[config.mk]
export PLATFORM = sky130hd
export DESIGN_NAME = concatena_asigna_concatena_unit_flat
export DESIGN_NICKNAME = d
export VERILOG_FILES = /design/src/rtl/concatena_asigna_concatena_unit_if.sv /design/src/rtl/concatena_asigna_concatena_unit.sv /design/src/flat_wrapper.sv
export SDC_FILE = /design/constraint.sdc
export NUM_CORES = 1
export LEC_CHECK = 0
export CAP_MARGIN = 20
export CORE_AREA = 2 2 39 41
export DETAILED_ROUTE_END_ITERATION = 10
export DIE_AREA = 0 0 41 43
export SETUP_SLACK_MARGIN = 0.3
export SLEW_MARGIN = 20
export SYNTH_ARGS = -nofsm -noshare
export SYNTH_HDL_FRONTEND = slang
export SYNTH_SLANG_ARGS = --single-unit
[constraint.sdc]
create_clock -name Reloj -period 4.7 [get_ports Reloj]
set_clock_uncertainty 0.15 [all_clocks]
set_input_delay 0.94 -clock Reloj [delete_from_list [all_inputs] [get_ports Reloj]]
set_output_delay 0.94 -clock Reloj [all_outputs]
set_load 0.01 [all_outputs]
[src/rtl/concatena_asigna_concatena_unit_if.sv]
// Operand/result bundle for the concatenated accumulate/load/rotate unit.
// The master drives Tupla/Operacion and observes Respuesta/Cy_Rta. There is no handshake: the unit samples every rising edge.
interface concatena_asigna_concatena_unit_if #(
  parameter int ANCHO = 3
);
  logic [ANCHO-1:0] Tupla;
  logic [1:0]       Operacion;
  logic [ANCHO-1:0] Respuesta;
  logic             Cy_Rta;

  modport master (
    output Tupla,
    output Operacion,
    input  Respuesta,
    input  Cy_Rta
  );

  modport slave (
    input  Tupla,
    input  Operacion,
    output Respuesta,
    output Cy_Rta
  );
endinterface

[src/rtl/concatena_asigna_concatena_unit.sv]
// Registered ANCHO-bit accumulate/load/rotate-through-carry unit.
// The whole state is the single word {Cy_Rta, Respuesta}, which is rebuilt by concatenation each cycle.
module concatena_asigna_concatena_unit #(
  parameter int ANCHO = 3
) (
  input logic                             Reloj,
  input logic                             Reinicio,
  concatena_asigna_concatena_unit_if.slave bus
);

  localparam logic [1:0] OP_ACUMULA = 2'b00;
  localparam logic [1:0] OP_CARGA   = 2'b01;
  localparam logic [1:0] OP_ROTA    = 2'b10;
  localparam logic [1:0] OP_RETIENE = 2'b11;

  // state_q[ANCHO] is the carry flag; state_q[ANCHO-1:0] is the result.
  logic [ANCHO:0] state_q;
  logic [ANCHO:0] state_d;

  always_comb begin
    state_d = state_q;
    case (bus.Operacion)
      // The old carry is deliberately not an addend; it is overwritten by the new carry-out.
      OP_ACUMULA: state_d = {1'b0, state_q[ANCHO-1:0]} + {1'b0, bus.Tupla};
      OP_CARGA:   state_d = {1'b0, bus.Tupla};
      OP_ROTA:    state_d = {state_q[ANCHO-1:0], state_q[ANCHO]};
      OP_RETIENE: state_d = state_q;
      default:    state_d = state_q;
    endcase
  end

  always_ff @(posedge Reloj) begin
    if (Reinicio) begin
      state_q <= '0;
    end else begin
      state_q <= state_d;
    end
  end

  assign bus.Respuesta = state_q[ANCHO-1:0];
  assign bus.Cy_Rta    = state_q[ANCHO];

endmodule

[src/flat_wrapper.sv]
// flat-port wrapper written by rule: the top's interface ports become plain ports
module concatena_asigna_concatena_unit_flat 
#(
  parameter int ANCHO = 3
)
  (Reloj, Reinicio, bus_Tupla, bus_Operacion, bus_Respuesta, bus_Cy_Rta);
  concatena_asigna_concatena_unit_if #(.ANCHO(ANCHO)) bus_i ();
  input logic Reloj;
  input logic Reinicio;
  input wire logic [$bits(bus_i.Tupla)-1:0] bus_Tupla;
  input wire logic [$bits(bus_i.Operacion)-1:0] bus_Operacion;
  output wire logic [$bits(bus_i.Respuesta)-1:0] bus_Respuesta;
  output wire logic [$bits(bus_i.Cy_Rta)-1:0] bus_Cy_Rta;
  assign bus_i.Tupla = bus_Tupla;
  assign bus_i.Operacion = bus_Operacion;
  assign bus_Respuesta = bus_i.Respuesta;
  assign bus_Cy_Rta = bus_i.Cy_Rta;
  concatena_asigna_concatena_unit #(.ANCHO(ANCHO)) u_core (.Reloj(Reloj), .Reinicio(Reinicio), .bus(bus_i));
endmodule
==> results.md, run 1 <==
* # setup viols final at 0
* Seq/Total Area, Yosys at 23.0%
* Crit-path slowest cell: clkdlybuf4s50_1
* Core area at 0.00138 mm2
* CP Launch Type: input port
* Clock root cell: clkbuf_4
* Crit path largest cell delay at 0.48 ns
* Rel. slew slack at 80.0%
* DRT Pass-1 Iters at 4
* Bufs on Longest Clock Path at 2
* Max FFs per register at 4
* Global-route wire length before repair at 1.26 mm
* Post_cts resized at 0
* Buf+Inv Stages, Crit Path at 2
* Io pins at 11
* GP Congestion at 0.756
* Biggest regs: u_core.state_q x4
* Drt drc at 0
* Hold Crit Class: flop to flop
* Min Hold Slack at 0.365 ns
* Initial antenna violation count at 0
* CP Cell Sequence: clkdlybuf4s50_1, ha_1, inv_1, fa_1, xor2_1, a211o_1, a21oi_2
* Total Power at 128 uW
* Kind of critical path: input port to flop
* Die W at 41 um
* Area Growth Syn to Fin at 37.4%
* Reg clk slew, reported paths at 0.04 ns
* Unrepaired setup endpoints after global routing: no
* Share of cells above drive strength 1 at 10.0%
* VDD IR max at 0.0998 mV
* CTS tree: done
* FILL cells at 143
* GR Overflow Total at 0
* FP Rows at 14
* Final Util at 34.5%
* Req. time, crit path at 4.72 ns
* Critical-path maximum fanout at 2
* Pin count of the biggest net entering global routing at 10
* Number of global-route vias before repair at 291
* CTS sink count at 4
* Fmax at 387 MHz
* #FFs+latches synth at 4
* Slew Limit Fails at 0
* Synth Area per Inst at 8.92 um2
* Fin crit share at 55.0%
* Ant diodes at 0
* Initial DRC count at 3
* Mapped cell area at 348 um2
* Commonest non-fill, non-tap cell in the layout: clkdlybuf4s50_1
* Yosys warns at 0
* Pwr dens at 268 mW/mm2
* Routed wire length at 713 um
* Worst skew pair latency at 0.24 ns
* Arr. time, crit path at 2.61 ns
* Commonest non-fill, non-tap cells in the layout: 10 x clkdlybuf4s50_1, 6 x inv_1, 6 x ha_1
* Hold Violations, Final at 0
* Vias at 313
* Die area at 0.00176 mm2
* Slew of the pin with the lowest slew margin at 0.300 ns
* P_leak at 0.000211 uW
* Effective utilization at floorplan at 25.1%
* FF/Latch Area at 80.1 um2
* Distinct cells, synth at 18
* Most flops, register: u_core.state_q
* Post-DR wirelength/cell at 10.8 um
* H-tree Lvls at 1
* Syn nets at 53
* Area of the multi-input gates at 233 um2
* Final TNS setup at 0 ns
* Number of I/O port buffers at 10
* Status: complete, no violations
* Cts bufs inserted at 3
* Antenna viol nets, final at 0
* Final net count at 66
* Tot GR Track Use at 10.4%
* Die Ht at 43 um
* Postcts setup bufs at 0
* DR vias/cell at 4.74
* Kind of cell adding the most delay to the critical path: buffers and inverters
* Max-Cap Viols at 0
* Hold-fix buffers, CTS at 0
* Cells after Synth at 39
* Fin crit period at 2.58 ns
* CP Capture Type: flop
## worst reg2reg max path, delay by kind of cell, from the launching register on
family	cells	cell delay [ns]
adders and majority gates	2	0.55
xor gates and xnor gates	1	0.17
buffers and inverters	1	0.06
AOI/OAI and AO/OA	2	0.42
DFF	1	0.37
## layer usage
metal / wire (um) / vias up / part of all wire (%) / track usage [%]
li1: - / 161 / - / -
met3: 47 / 3 / 6.6 / 4.71
met5: 0 / - / 0 / 0
met2: 313 / 9 / 44 / 12.5
met4: 8 / 0 / 1.1 / 4.00
met1: 343 / 140 / 48 / 15.7
## cells by family after synthesis
logic type,Yosys count,share of synthesized area [%]
compound gates,13,28.1
simple gates,6,8.99
xor+xnor,1,2.52
fa+ha+maj,7,27.3
buf+inv,8,10.1
flops,4,23.0
## cell usage after synthesis
library cell,number,area [um2]
ha_1,6,75.1
inv_1,6,22.5
a21oi_1,4,20.0
dfxtp_1,4,80.1
a211o_1,3,26.3
a21oi_2,2,17.5
a221oi_1,2,17.5
nand2_1,2,7.51
a21o_1,1,7.51
a311oi_1,1,8.76
buf_2,1,5.00
buf_4,1,7.51
fa_1,1,20.0
nand3_1,1,5.00
nand3b_1,1,7.51
nor2b_1,1,6.26
nor3_1,1,5.00
xor2_1,1,8.76
## worst paths after layout
check,startpoint,to,slack [ns],depth (start not counted)
setup reg to reg,u_core.state_q[0],u_core.state_q[2],2.91,6
setup / recovery,bus_Tupla[0],u_core.state_q[2],2.12,7
hold / removal,u_core.state_q[2],u_core.state_q[2],0.36,2
hold reg to reg,u_core.state_q[2],u_core.state_q[2],0.36,2
## area by class of cell
class | instances | area share, %
Tap cell | 16 | 4.19
Inverter | 6 | 4.71
Timing Repair Buffer | 10 | 20.9
Clock buffer | 3 | 4.71
Sequential cell | 4 | 16.8
Multi-Input combinational cell | 27 | 48.7
## power by group
part	leakage (uW)	internal (uW)	total, uW	switching [uW]
Clock	0.0000138	28.7	44.8	16.1
Combinational	0.000164	23.1	42.1	19.0
Sequential	0.0000331	37.7	41.4	3.78
Total	0.000211	89.5	128	38.8
## through the flow
step                setup slack [ns]  area (um2)  cells
floorplan                       2.45         348     39
global placement                1.89         455     63
detailed placement              1.87         455     63
CTS                             2.12         478     66
global route                    2.01         478     66
finish                          2.12         478     66
Power figures use the tool's default switching activity.
==> run 2, diff against run 1 <==
==> constraint.sdc (replaced) <==
create_clock -name Reloj -period 2.3 [get_ports Reloj]
set_clock_uncertainty 0.15 [all_clocks]
set_input_delay 0.46 -clock Reloj [delete_from_list [all_inputs] [get_ports Reloj]]
set_output_delay 0.46 -clock Reloj [all_outputs]
set_load 0.01 [all_outputs]
==> run 2 against run 1 <==
  * Sequential share of layout area fell by 0.47 points
  * Non-clock buffer count rose by 1
  * Register-to-register slack got worse by 2.3 ns
  * Die area did not move
  * Highest routed layer is now met3
==> results.md, run 2 (synthesis results as in run 1) <==
* Initial antenna violation count at 0 (unchanged)
* Int Pwr at 185 uW (+110%)
* Final net count at 67 (+1.5%)
* Max FFs per register at 4 (unchanged)
* DR vias/cell at 4.67 (-1.5%)
* Status: complete, no violations
* GP Congestion at 0.702 (-7.2%)
* Sequential power share at 32.2% (about the same)
* Fin crit period at 1.91 ns
* Commonest non-fill, non-tap cells in the layout: 9 x clkdlybuf4s50_1, 6 x inv_1, 4 x a21oi_1, 4 x ha_1, 4 x dfxtp_1
* Drt drc at 0 (unchanged)
* Bufs on Longest Clock Path at 2 (unchanged)
* Area Growth Syn to Fin at 41.4%
* CP Launch Type: input port
* Pre-CTS WS at -0.0542 ns (-1.92 ns)
* # setup viols final at 0 (unchanged)
* Critical-path maximum fanout at 9 (+7)
* Slew of the pin with the lowest slew margin at 0.288 ns (-0.0116 ns)
* Post-DP HPWL at 605 um
* Kind of critical path: input port to flop
* VDD IR max at 0.145 mV (+45%)
* Number of I/O port buffers at 10 (unchanged)
* Clock Power Share at 34.1% (-0.8 points)
* Antenna viol nets, final at 0 (unchanged)
* FILL cells at 154 (+7.7%)
* Initial DRC count at 6 (+3)
* Most flops, register: u_core.state_q
* Hold-fix buffers, CTS at 0 (unchanged)
* Req. time, crit path at 2.27 ns (-2.45 ns)
* Biggest regs: u_core.state_q x4
* Io pins at 11 (unchanged)
* Max-Cap Viols at 0 (unchanged)
* Min Hold Slack at 0.374 ns (+0.00940 ns)
* Rel. slew slack at 80.8% (+0.77 points)
* Hold Crit Class: flop to flop
* CTS sink count at 4 (unchanged)
* Pin count of the biggest net entering global routing at 10 (unchanged)
* Effective utilization at floorplan at 25.1% (unchanged)
* Die W at 41 um (unchanged)
* Final Util at 35.5% (+0.99 points)
* GR Overflow Total at 0 (unchanged)
* Post-DR wirelength/cell at 11.8 um (+8.9%)
* Switch Pwr at 81.0 uW (+110%)
* CP Capture Type: flop
* Die Ht at 43 um (unchanged)
* Reg clk slew, reported paths at 0.04 ns (about the same)
* CTS tree: done
* Slew Limit Fails at 0 (unchanged)
* Fin crit share at 83.1%
* Setup ws final at 0.389 ns (-1.73 ns)
* FP Rows at 14 (unchanged)
* Pwr dens at 541 mW/mm2 (+100%)
* P_leak at 0.000213 uW (+1.2%)
* Routed wire length at 788 um (+11%)
* H-tree Lvls at 1 (unchanged)
* Commonest non-fill, non-tap cell in the layout: clkdlybuf4s50_1
* Ant diodes at 0 (unchanged)
* Unrepaired setup endpoints after global routing: no
* Hold Violations, Final at 0 (unchanged)
* Die area at 0.00176 mm2 (unchanged)
* Number of global-route vias before repair at 326 (+12%)
* Placed Instances at 64 (+1.6%)
* Fmax at 523 MHz
* Core area at 0.00138 mm2 (unchanged)
* DRT Pass-1 Iters at 4 (unchanged)
* Share of cells above drive strength 1 at 17.6% (+7.6 points)
* Tot GR Track Use at 11.4% (+1.0 points)
* Arr. time, crit path at 1.88 ns (-0.73 ns)
* Final TNS setup at 0 ns (unchanged)
* Global-route wire length before repair at 1.32 mm (+4.9%)
* Switching Share at 30.5% (+0.23 points)
* Clock root cell: clkbuf_4
* Vias at 313 (unchanged)
* Non-Filler Instances at 67 (+1.5%)
* Worst skew pair latency at 0.24 ns (about the same)
* Combinational fraction of design power at 33.7% (+0.9 points)
* Cts bufs inserted at 3 (unchanged)
run 2: cell count changes in the layout (fill, tap and decap cells not counted), sizes merged:
cell           change
clkdlybuf4s50      -1
dlygate4sd2        +1
buf                +1
run 2: final timing paths:
| check | from | depth (start not counted) | slack [ns] | end |
|---|---|---|---|---|
| max | bus_Operacion[0] | 6 | 0.39 | u_core.state_q[1] |
| min | u_core.state_q[0] | 2 | 0.37 | u_core.state_q[0] |
| max reg2reg | u_core.state_q[0] | 6 | 0.59 | u_core.state_q[2] |
| min reg2reg | u_core.state_q[0] | 2 | 0.37 | u_core.state_q[0] |
run 2: what timing repair did:
action                                  CTS  global route
buffers inserted                          0             0
pin swaps                                 1             0
resized for setup                         3             1
endpoints found under the setup margin    1             3
run 2: metal layers:
metal / GRT usage, % / routed length (um)
met4: 12.0 / 0
met2: 15.3 / 420
met5: 0 / 0
met1: 15.0 / 357
met3: 0 / 10
run 2: critical path, stage by stage:
cell and delay, ns:
clkdlybuf4s50_1 0.51, inv_1 0.06, ha_2 0.34, a211o_1 0.29, a21oi_1 0.15, nor3_1 0.07
run 2: cell type report:
cell class                      count  area (um2)  share of cell area (%)
Multi-Input combinational cell     27         240                    48.9
Timing Repair Buffer               11         106                    21.6
Sequential cell                     4        80.1                    16.3
Clock buffer                        3        22.5                    4.58
Inverter                            6        22.5                    4.58
Tap cell                           16        20.0                    4.07
run 2: metrics by stage:
step / cell area (um2) / power, uW
6_report: 492 / 266
5_1_grt: 492 / 282
4_1_cts: 489 / 269
3_5_place_dp: 463 / 175
3_3_place_gp: 463 / 173
2_1_floorplan: 348 / 137
run 2: power groups by stage:
stage,clock network [uW],logic (uW),registers (uW)
after floorplan,0,49.1,87.7
after CTS,93.6,89.7,85.4
final,90.7,89.7,85.5
after global placement,0,86.5,86.2
after global routing,96.1,99.6,86.3
after detailed placement,0,88.5,86.5
==> run 3, diff against run 2 <==
==> constraint.sdc (replaced) <==
create_clock -name Reloj -period 1.85 [get_ports Reloj]
set_clock_uncertainty 0.15 [all_clocks]
set_input_delay 0.37 -clock Reloj [delete_from_list [all_inputs] [get_ports Reloj]]
set_output_delay 0.37 -clock Reloj [all_outputs]
set_load 0.01 [all_outputs]
==> run 3 against run 2 <==
  * Power rose by 35%
  * Hold slack lost 0.026 ns
  * First-iteration DRC count is 67% higher
  * Wire length is 8.9% higher
  * Count of clock-buffer cells in the layout rose by 1
  * Non-clock buffer count increased by 8
  * Largest power group is now combinational logic
==> results.md, run 3 (synthesis results as in run 1) <==
* Final TNS setup at 0 ns (unchanged)
* H-tree Lvls at 1 (unchanged)
* Rel. slew slack at 80.4% (-0.37 points)
* Reg clk slew, reported paths at 0.03 ns (about the same)
* Total Power at 358 uW (+35%)
* Hold-fix buffers, CTS at 0 (unchanged)
* Hold Crit Class: flop to flop
* Vias at 353 (+13%)
* Die W at 41 um (unchanged)
* CTS sink count at 4 (unchanged)
* Die area at 0.00176 mm2 (unchanged)
* Commonest non-fill, non-tap cells in the layout: 9 x buf_4, 7 x dlygate4sd2_1, 4 x inv_1
* Req. time, crit path at 1.87 ns (-0.40 ns)
* Kind of cell adding the most delay to the critical path: buffers and inverters
* Final Cell Area at 583 um2 (+19%)
* Tot GR Track Use at 10.4% (-0.99 points)
* Final net count at 75 (+12%)
* Number of global-route vias before repair at 321 (-1.5%)
* Setup ws final at 0.205 ns (-0.184 ns)
* Kind of critical path: input port to flop
* Sequential power share at 29.8% (-2.4 points)
* Global-route wire length before repair at 1.27 mm (-3.6%)
* Fin crit share at 88.9%
* Number of I/O port buffers at 10 (unchanged)
* Arr. time, crit path at 1.66 ns (-0.22 ns)
* Cts bufs inserted at 3 (unchanged)
* Post-DP Area at 536 um2 (+16%)
* Switch Pwr at 108 uW (+33%)
* GR Overflow Total at 0 (unchanged)
* Slew of the pin with the lowest slew margin at 0.294 ns (+0.00557 ns)
* Io pins at 11 (unchanged)
* Pin count of the biggest net entering global routing at 9 (-1)
* VDD IR max at 0.207 mV (+43%)
* Int Pwr at 250 uW (+35%)
* Die Ht at 43 um (unchanged)
* Most flops, register: u_core.state_q
* Area Growth Syn to Fin at 67.6%
* CP Capture Type: flop
* Crit path largest cell delay at 0.43 ns (-0.08 ns)
* Drt drc at 0 (unchanged)
* Max-Cap Viols at 0 (unchanged)
* Crit-path slowest cell: clkdlybuf4s50_1
* Buf+Inv Stages, Crit Path at 1 (-1)
* Antenna viol nets, final at 0 (unchanged)
* Post-DR wirelength/cell at 11.3 um (-4.0%)
* Core area at 0.00138 mm2 (unchanged)
* FP Rows at 14 (unchanged)
* CP Launch Type: input port
* Fin crit period at 1.65 ns
* Worst skew pair latency at 0.24 ns (about the same)
* Ant diodes at 0 (unchanged)
* Max FFs per register at 4 (unchanged)
* Effective utilization at floorplan at 25.1% (unchanged)
* Clock root cell: clkbuf_4
* Unrepaired setup endpoints after global routing: yes
* Share of cells above drive strength 1 at 41.7% (+24 points)
* Combinational fraction of design power at 36.0% (+2.3 points)
* Status: complete, no violations
* Fmax at 608 MHz
* Slew Limit Fails at 0 (unchanged)
* Switching Share at 30.2% (-0.32 points)
* Clock Power Share at 34.2% (about the same)
* CP Cell Sequence: clkdlybuf4s50_1, ha_1, xor2_1, a211o_1, a21oi_2
* Commonest non-fill, non-tap cell in the layout: buf_4
* DR vias/cell at 4.64 (-0.58%)
* Pre-CTS WS at -0.362 ns (-0.308 ns)
* P_leak at 0.000273 uW (+28%)
* DRT Pass-1 Iters at 4 (unchanged)
* Initial antenna violation count at 0 (unchanged)
* Bufs on Longest Clock Path at 2 (unchanged)
* Pwr dens at 614 mW/mm2 (+14%)
* CTS tree: done
* Biggest regs: u_core.state_q x4
* Routed wire length at 858 um (+8.9%)
* # setup viols final at 0 (unchanged)
* Critical-path maximum fanout at 2 (-7)
* Initial DRC count at 10 (+4)
* Hold Violations, Final at 0 (unchanged)
* GP Congestion at 0.725 (+3.3%)
* Min Hold Slack at 0.348 ns (-0.0259 ns)
[run 3: final timing paths]
check                                       start                 to  slack, ns  depth (start not counted)
worst max-delay path                 bus_Tupla[2]  u_core.state_q[2]       0.20                          5
worst min-delay path            u_core.state_q[2]  u_core.state_q[2]       0.35                          2
worst max register to register  u_core.state_q[0]  u_core.state_q[2]       0.22                          6
worst min register to register  u_core.state_q[2]  u_core.state_q[2]       0.35                          2
[run 3: routing by layer]
layer  track usage (%)  share of wire [%]  vias to the layer above
met1              14.1                 45                      161
met5                 0                  0                        -
met2              15.0                 51                        9
met4              6.00                  0                        0
met3              1.57                3.6                        0
li1                  -                  -                      183
[run 3: through the flow]
stage	utilization, %	cells
global placement	38.7	71
floorplan	-	39
global route	42.1	76
CTS	41.6	75
detailed placement	38.7	71
finish	42.1	76
[run 3: final cells by class]
class | instances | area [um2]
fill | 142 | 801
multi-input combinational | 27 | 269
timing repair buffer | 19 | 160
sequential | 4 | 85.1
clock buffer | 4 | 26.3
inverter | 6 | 22.5
tap | 16 | 20.0
[run 3: worst reg2reg max path: cells and delay by family (launching register included)]
kind                     cells  cell delay [ns]
AO/OA/AOI/OAI                2             0.37
flip-flops                   1             0.37
XOR/XNOR                     1             0.15
buffers and inverters        1             0.03
adder cells (fa/ha/maj)      2             0.48
[run 3: what timing repair did]
item	in CTS	in global routing
resized for setup	16	1
endpoints found under the setup margin	8	2
pin swaps	5	0
gates cloned	0	0
buffers inserted	0	1
[run 3: power groups by stage]
stage                     clock network, uW  logic (uW)  registers, uW
final                                   123         129            107
after global routing                    131         142            108
after CTS                               128         127            107
after detailed placement                  0         127            109
after global placement                    0         124            109
after floorplan                           0        62.9            111
==> RTL edit (config.mk and constraints of run 1) <==
Register the input `Reinicio` before use. The logic sees it one clock later. The other inputs are not delayed to match.
--- a/src/rtl/concatena_asigna_concatena_unit.sv
+++ b/src/rtl/concatena_asigna_concatena_unit.sv
@@ -13,4 +13,10 @@
   localparam logic [1:0] OP_ROTA    = 2'b10;
   localparam logic [1:0] OP_RETIENE = 2'b11;
+
+  logic Reinicio_q;
+
+  always_ff @(posedge Reloj) begin
+    Reinicio_q <= Reinicio;
+  end
 
   // state_q[ANCHO] is the carry flag; state_q[ANCHO-1:0] is the result.
@@ -31,5 +37,5 @@
 
   always_ff @(posedge Reloj) begin
-    if (Reinicio) begin
+    if (Reinicio_q) begin
       state_q <= '0;
     end else begin
Function: changed (Yosys sat finds a counterexample within 4 cycles, from zero or initial values).
==> RTL edit against run 1 <==
Non-clock buffer count unchanged; synthesized area grew 12%; setup slack improved by 0.017 ns; cell area grew 7.9%; count of clock-buffer cells in the layout is 1 higher; global-route usage grew 3.0 points; synthesized cell count up 2.6%; routed wire length grew 14%; clock power grew 14%; power rose by 15%; sequential cell count grew 1; critical path type unchanged; critical endpoint unchanged; largest power group is now sequential cells.
==> RTL edit: results (changes against run 1) <==
total detailed-routing wirelength = 814 um (+14%)
met2 wire length = 393 um (+26%)
met3 Use GR = 9.424% (+4.7 points)
crit path max fanout = 2 (unchanged)
Post-Synthesis Cells = 40 (+2.6%)
Synth-to-Final Area Change = 32.90%
final hold slack = 0.3550 ns (-0.009786 ns)
first drt pass iteration count = 3 (-1)
Top Registers = u_core.state_q (4), u_core.Reinicio_q (1)
met3 routed WL = 59 um (+26%)
Least-Margin Pin Slew = 0.3171 ns (+0.01733 ns)
quantity of I/O buffers inserted on ports = 10 (unchanged)
Area after DPL = 489.2 sq um (+7.4%)
delay of the slowest cell on the worst path = 0.49 ns
gr usage total = 13.38% (+3.0 points)
Post-synth top cells = 7 x inv_1, 6 x ha_1, 5 x dfxtp_1, 3 x a211o_1, 3 x a21oi_1
vias per cell = 4.721 (-0.46%)
outcome = finished clean
register area share after synthesis = 25.81% (+2.8 points)
Total Nets Final = 67 (+1.5%)
Area contributors post-synth = dfxtp_1 26%, ha_1 19%, inv_1 6.8%
fmax = 389.7 MHz (+0.66%)
highest routed layer = met3
Fillers = 151 (+5.6%)
layout cell share with drive strength beyond 1 = 11.54% (+1.5 points)
worst slack at placement = 1.862 ns (-0.005570 ns)
mux cell area share after synthesis = 0% (unchanged)
DP Cell Count = 64 (+1.6%)
synth unique cells = 20 (+2)
global-route wire length before repair = 1.504 mm (+20%)
via count = 321 (+2.6%)
CP arrival = 2.56 ns (-0.05 ns)
met1 Resource Use GR = 16.18% (+0.53 points)
Bufs on Longest Clock Path = 2 (unchanged)
largest vdd supply drop = 0.00008282 V (-17%)
complex-gate fraction of the synthesized area = 27.10% (-0.96 points)
adder-cell area share of the yosys netlist = 24.52% (-2.8 points)
global placement routability congestion = 0.7156 (-5.4%)
Clock Latency Late Sink = 0.25 ns
delay-heaviest family, CP = adder cells
leakage power total = 0.2246 nW (+6.5%)
WHS Path Cells = 1 (-1)
XOR/XNOR share of the synthesized area = 2.258% (-0.26 points)
Iter 0 DRT Violations = 1 (-2)
GR Util met2 = 17.50% (+5.0 points)
vias in the first global route = 339 (+16%)
CTS buffer count = 3 (unchanged)
WL met1 = 361 um (+5.2%)
Net Count, Synth = 54 (+1.9%)
hpwl dp = 608.5 um
-- RTL edit: report_power, final --
part / total, W / switching [W] / internal, W
clock network: 0.0000511 / 0.0000189 / 0.0000322
registers: 0.0000515 / 0.00000479 / 0.0000467
logic: 0.0000443 / 0.0000194 / 0.0000249
total: 0.000147 / 0.0000431 / 0.000104
-- RTL edit: path summary, 6_finish.rpt --
path                                        start                 to
worst min-delay path            u_core.Reinicio_q  u_core.state_q[0]
worst max-delay path                 bus_Tupla[0]  u_core.state_q[2]
worst min register to register  u_core.Reinicio_q  u_core.state_q[0]
worst max register to register  u_core.state_q[0]  u_core.state_q[2]
-- RTL edit: layout make-up --
type | instances | share of cell area [%]
tap | 16 | 3.883
multi-input combinational | 26 | 47.09
timing repair buffer | 10 | 19.42
inverter | 7 | 5.097
sequential | 5 | 19.42
clock buffer | 4 | 5.097
